**src/rtl/pipe_stage_skid.sv**
```systemverilog
// Generic MIPS inter-stage register with valid/ready handshake and a 2-entry skid buffer.
// Flush turns every held entry into a bubble; all outputs decode from registers only.
module pipe_stage_skid #(
    parameter int unsigned       DATA_W      = 170,
    parameter int unsigned       CTRL_W      = 9,
    parameter logic [CTRL_W-1:0] CTRL_BUBBLE = '0
) (
    input  logic              clk,
    input  logic              rst_n,
    input  logic              flush,
    input  logic              in_valid,
    output logic              in_ready,
    input  logic [DATA_W-1:0] in_data,
    input  logic [CTRL_W-1:0] in_ctrl,
    output logic              out_valid,
    input  logic              out_ready,
    output logic [DATA_W-1:0] out_data,
    output logic [CTRL_W-1:0] out_ctrl,
    output logic [1:0]        occupancy
);

    typedef enum logic [1:0] {
        EMPTY = 2'd0,
        ONE   = 2'd1,
        TWO   = 2'd2
    } stateT;

    stateT             state;
    stateT             stateNext;
    logic [DATA_W-1:0] mainData;
    logic [CTRL_W-1:0] mainCtrl;
    logic [DATA_W-1:0] skidData;
    logic [CTRL_W-1:0] skidCtrl;

    logic accept;
    logic drain;
    logic loadMainFromIn;
    logic loadSkidFromIn;
    logic loadMainFromSkid;

    assign accept = in_valid & in_ready;
    assign drain  = out_valid & out_ready;

    assign loadMainFromIn   = accept & ((state == EMPTY) | ((state == ONE) & drain));
    assign loadSkidFromIn   = accept & (state == ONE) & ~drain;
    assign loadMainFromSkid = (state == TWO) & drain;

    always_ff @(posedge clk or negedge rst_n) begin
        if (!rst_n) begin
            state <= EMPTY;
        end else begin
            state <= stateNext;
        end
    end

    always_comb begin
        stateNext = state;
        if (flush) begin
            stateNext = EMPTY;
        end else begin
            unique case (state)
                EMPTY: if (accept) stateNext = ONE;
                ONE: begin
                    if (accept && !drain)      stateNext = TWO;
                    else if (!accept && drain) stateNext = EMPTY;
                end
                TWO:     if (drain) stateNext = ONE;
                default: stateNext = EMPTY;
            endcase
        end
    end

    // Flush only scrubs control; stale data is harmless once its control is a bubble.
    always_ff @(posedge clk or negedge rst_n) begin
        if (!rst_n) begin
            mainData <= '0;
            mainCtrl <= CTRL_BUBBLE;
            skidData <= '0;
            skidCtrl <= CTRL_BUBBLE;
        end else if (flush) begin
            mainCtrl <= CTRL_BUBBLE;
            skidCtrl <= CTRL_BUBBLE;
        end else begin
            if (loadMainFromIn) begin
                mainData <= in_data;
                mainCtrl <= in_ctrl;
            end else if (loadMainFromSkid) begin
                mainData <= skidData;
                mainCtrl <= skidCtrl;
            end
            if (loadSkidFromIn) begin
                skidData <= in_data;
                skidCtrl <= in_ctrl;
            end
        end
    end

    always_comb begin
        in_ready  = (state != TWO);
        out_valid = (state != EMPTY);
        occupancy = 2'(state);
        out_data  = mainData;
        out_ctrl  = (state != EMPTY) ? mainCtrl : CTRL_BUBBLE;
    end

endmodule

```
**config.mk**
```make
export PLATFORM = sky130hd
export DESIGN_NAME = pipe_stage_skid
export DESIGN_NICKNAME = d
export VERILOG_FILES = /design/src/rtl/pipe_stage_skid.sv
export SDC_FILE = /design/constraint.sdc
export NUM_CORES = 1
export LEC_CHECK = 0
export CAP_MARGIN = 10
export CORE_UTILIZATION = 35
export CTS_CLUSTER_SIZE = 20
export DETAILED_ROUTE_END_ITERATION = 7
export GPL_TIMING_DRIVEN = 0
export PLACE_DENSITY_LB_ADDON = 0.15
export REMOVE_ABC_BUFFERS = 1
export SKIP_CTS_REPAIR_TIMING = 1
export SLEW_MARGIN = 30
export SYNTH_ARGS = -nofsm -noshare
export SYNTH_HDL_FRONTEND = slang
export SYNTH_SLANG_ARGS = --single-unit
```
**constraint.sdc**
```tcl
create_clock -name clk -period 4.9 [get_ports clk]
set_input_delay 0.98 -clock clk [delete_from_list [all_inputs] [get_ports clk]]
set_output_delay 0.98 -clock clk [all_outputs]
set_load 0.02 [all_outputs]
```
==> tab_implementation.tex <==
\begin{tabular}{lr}
\hline
Metric & Value \\
\hline
\multicolumn{2}{l}{\textbf{Clocking}} \\
\quad CTS HTree Levels & 2 \\
\quad CTS max path bufs & 3 \\
\quad Number of CTS-inserted buffers & 43 \\
\quad Clock root cell & clkbuf\_16 \\
\quad Clock tree sinks & 360 \\
\quad CTS tree & built \\
\quad Skew-Pair Late Insertion Delay & 550 ps \\
\quad Reg clk slew, reported paths & 60 ps \\
\multicolumn{2}{l}{\textbf{Global route}} \\
\quad Total GRT Usage & 16.7\% \\
\quad Most Used Layer, Global Route & met2 \\
\quad Met1 usage & 21.7\% \\
\quad Maximum number of pins on one net before global-route repair & 83 \\
\quad Met3 routing resource usage after global routing & 6.02\% \\
\quad Vias in the first global route & 10.0k \\
\quad Global-route wire length before repair & 58.4 mm \\
\quad Met2 Usage GRT & 25.7\% \\
\quad Number of antenna violations at the first check in global routing & 5 \\
\quad Global route total overflow & 0 \\
\multicolumn{2}{l}{\textbf{Synthesis}} \\
\quad Simple-gate share of the synthesized area & 0.877\% \\
\quad Mux contribution to synthesized area & 37.6\% \\
\quad Fraction of the mapped netlist area in compound gates & 1.29\% \\
\quad Mean Syn Cell Area & 15.8 um2 \\
\quad Number of distinct library cells after synthesis & 26 \\
\quad Flip-flop and latch count after synthesis & 360 \\
\quad Cells after Synth & 985 \\
\quad Total of warnings raised by yosys & 0 \\
\quad Synth Area in XOR/XNOR & 0\% \\
\quad Area share of fa/ha/maj cells after synthesis & 0\% \\
\quad Synthesized area & 15600 um2 \\
\quad Largest family of logic cells by synthesized area & multiplexers \\
\quad Sequential element share of the synthesized area & 57.9\% \\
\multicolumn{2}{l}{\textbf{Setup path}} \\
\quad Standard cell with the maximum stage delay on the critical path & clkdlybuf4s50\_1 \\
\quad Required time at the worst-slack endpoint & 3920 ps \\
\quad Cell chain of the critical path & nor2\_1 -> nor2b\_1 -> clkdlybuf4s50\_1 \\
\quad Slowest cell delay on critical path & 580 ps \\
\quad Crit-path max FO & 10 \\
\quad CP endpoint kind & output pin \\
\quad Kind of start point of the critical path & flip-flop \\
\quad Kind of critical path & flip-flop to output pin \\
\quad Crit path arrival time & 2200 ps \\
\multicolumn{2}{l}{\textbf{Floorplanning}} \\
\quad Chip width & 213 um \\
\quad Starting Density & 35.8\% \\
\quad Floorplan die height & 213 um \\
\quad Die Footprint & 45300 um2 \\
\quad Core footprint & 43500 um2 \\
\quad Number of standard-cell rows in the floorplan & 76 \\
\quad Top Ports & 367 \\
\multicolumn{2}{l}{\textbf{Power}} \\
\quad Pwr per Cell Area & 500 nW/um2 \\
\quad Overall Power & 10.9 mW \\
\quad Standby leakage power & 9.19 nW \\
\quad Maximum vdd drop & 0.300 mV \\
\multicolumn{2}{l}{\textbf{STA}} \\
\quad Worst setup slack after layout & 1720 ps \\
\quad Tightest Pin Transition & 892 ps \\
\quad Period utilisation layout & 65.0\% \\
\quad Slew Viols, Final & 0 \\
\quad Number of hold-slack violations in the final timing report & 0 \\
\quad Final total negative setup slack & 0 ps \\
\quad Slew HR & 40.6\% \\
\quad Fmax & 314 MHz \\
\quad Setup clock skew after layout & 20.0 ps \\
\quad Number of failing setup endpoints in the final timing report & 0 \\
\quad RSZ-0062 raised after global routing & false \\
\quad Min Hold Slack & 399 ps \\
\quad Final Critical Period & 3180 ps \\
\multicolumn{2}{l}{\textbf{Placed design}} \\
\quad Post-placement setup slack & 1280 ps \\
\quad Number of port buffers & 366 \\
\quad Post-DP HPWL & 26.2 mm \\
\quad Weighted congestion at the end of routability-driven global placement & 0.736 \\
\quad Placement-stage cell area & 20400 um2 \\
\quad Number of instances in the placed design & 1909 \\
\multicolumn{2}{l}{\textbf{Layout}} \\
\quad Most used cells in the layout excluding fill and tap cells & mux2\_2 (431), clkdlybuf4s50\_1 (365), dfrtp\_1 (360), mux2\_1 (79), clkbuf\_16 (43) \\
\quad Share of final-layout standard cells stronger than drive strength 1 & 38.4\% \\
\quad Commonest non-fill, non-tap cell in the layout & mux2\_2 \\
\quad Area growth from synthesis to layout & 40.6\% \\
\quad Final instance area & 21900 um2 \\
\quad Fin nets & 1553 \\
\quad Cell Count, Final, Fillers Out & 1986 \\
\quad Utilization after layout & 50.3\% \\
\multicolumn{2}{l}{\textbf{Drt}} \\
\quad Number of nets with antenna violations after routing & 0 \\
\quad Routed wire length & 37.2 mm \\
\quad 1st-pass router iterations & 4 \\
\quad Total via count after detailed routing & 9454 \\
\quad Vias per cell & 4.76 \\
\quad Avg WL per Cell & 18.7 um \\
\quad Remaining design rule violation count & 0 \\
\quad Starting DRT DRC Count & 404 \\
\multicolumn{2}{l}{\textbf{Run}} \\
\quad Number of max-cap violations & 0 \\
\multicolumn{2}{l}{\textbf{Hold path}} \\
\quad Classification of the worst-slack hold path & input pin to async pin \\
\multicolumn{2}{l}{\textbf{Outcome}} \\
\quad Result of the run & finished, final reports clean \\
\hline
\end{tabular}
## sequential cells by signal, indices dropped and copies added (netlist names)
signal / flops
out_data: 170
skidData: 170
mainCtrl: 9
skidCtrl: 9
occupancy: 2
## layout make-up
cell class	instances	area [um2]
multi-input cells	564	6190
clock buffers	64	1280
repair buffers	399	4480
fillers	3816	21600
diodes	1	2.50
clock inverters	12	170
well taps	585	732
flip-flops and latches	360	9010
inverters	1	3.75
## power breakdown
part	leakage (nW)	internal, mW	total, mW	switching, mW
clock	0.718	2.02	3.26	1.24
sequential	4.43	3.88	4.31	0.427
combinational	4.04	1.93	3.38	1.45
## synth_stat cells, drive strengths merged
master | count | share of area (%)
mux2i | 10 | 0.64
dfrtp | 360 | 58
and3b | 1 | 0.056
nand2b | 2 | 0.13
a22o | 9 | 0.51
o22a | 1 | 0.056
nand3b | 1 | 0.048
nand2 | 2 | 0.048
a21o | 1 | 0.048
clkbuf | 1 | 0.024
o2bb2ai | 9 | 0.51
mux2 | 510 | 37
a21oi | 3 | 0.12
nor2b | 11 | 0.51
buf | 59 | 2.3
nor2 | 3 | 0.089
a211oi | 1 | 0.048
inv | 1 | 0.024
## worst max-delay path, delay by kind of cell (launching register included)
kind,cells,cell delay [ps]
buf+inv,1,580
flops,1,470
simple gates,2,620
## per-layer routing
metal  routed length (um)  vias to the layer above
met5                   32                        -
met4                  796                        6
met3                 2990                       60
met2                17100                      225
met1                16300                     4829
li1                     -                     4334
## final timing paths
path | from | slack (ps) | depth (start not counted) | to
setup reg to reg | occupancy[1]$_DFFE_PN0P_ | 2340 | 9 | skidData[73]$_DFFE_PN0P_
setup / recovery | occupancy[1]$_DFFE_PN0P_ | 1720 | 3 | out_ctrl[0]
hold / removal | rst_n | 400 | 1 | skidData[0]$_DFFE_PN0P_
max in group asynchronous | rst_n | 3330 | 3 | skidData[86]$_DFFE_PN0P_
min in group clk | mainCtrl[1]$_DFFE_PN0P_ | 480 | 1 | mainCtrl[1]$_DFFE_PN0P_
hold reg to reg | mainCtrl[1]$_DFFE_PN0P_ | 480 | 1 | mainCtrl[1]$_DFFE_PN0P_
## kinds of logic after synthesis
group,Yosys count
buffers and inverters,61
muxes,520
AOI/OAI and AO/OA,24
DFF,360
and+or+nand+nor,20
(Power assumes the default switching activity.)
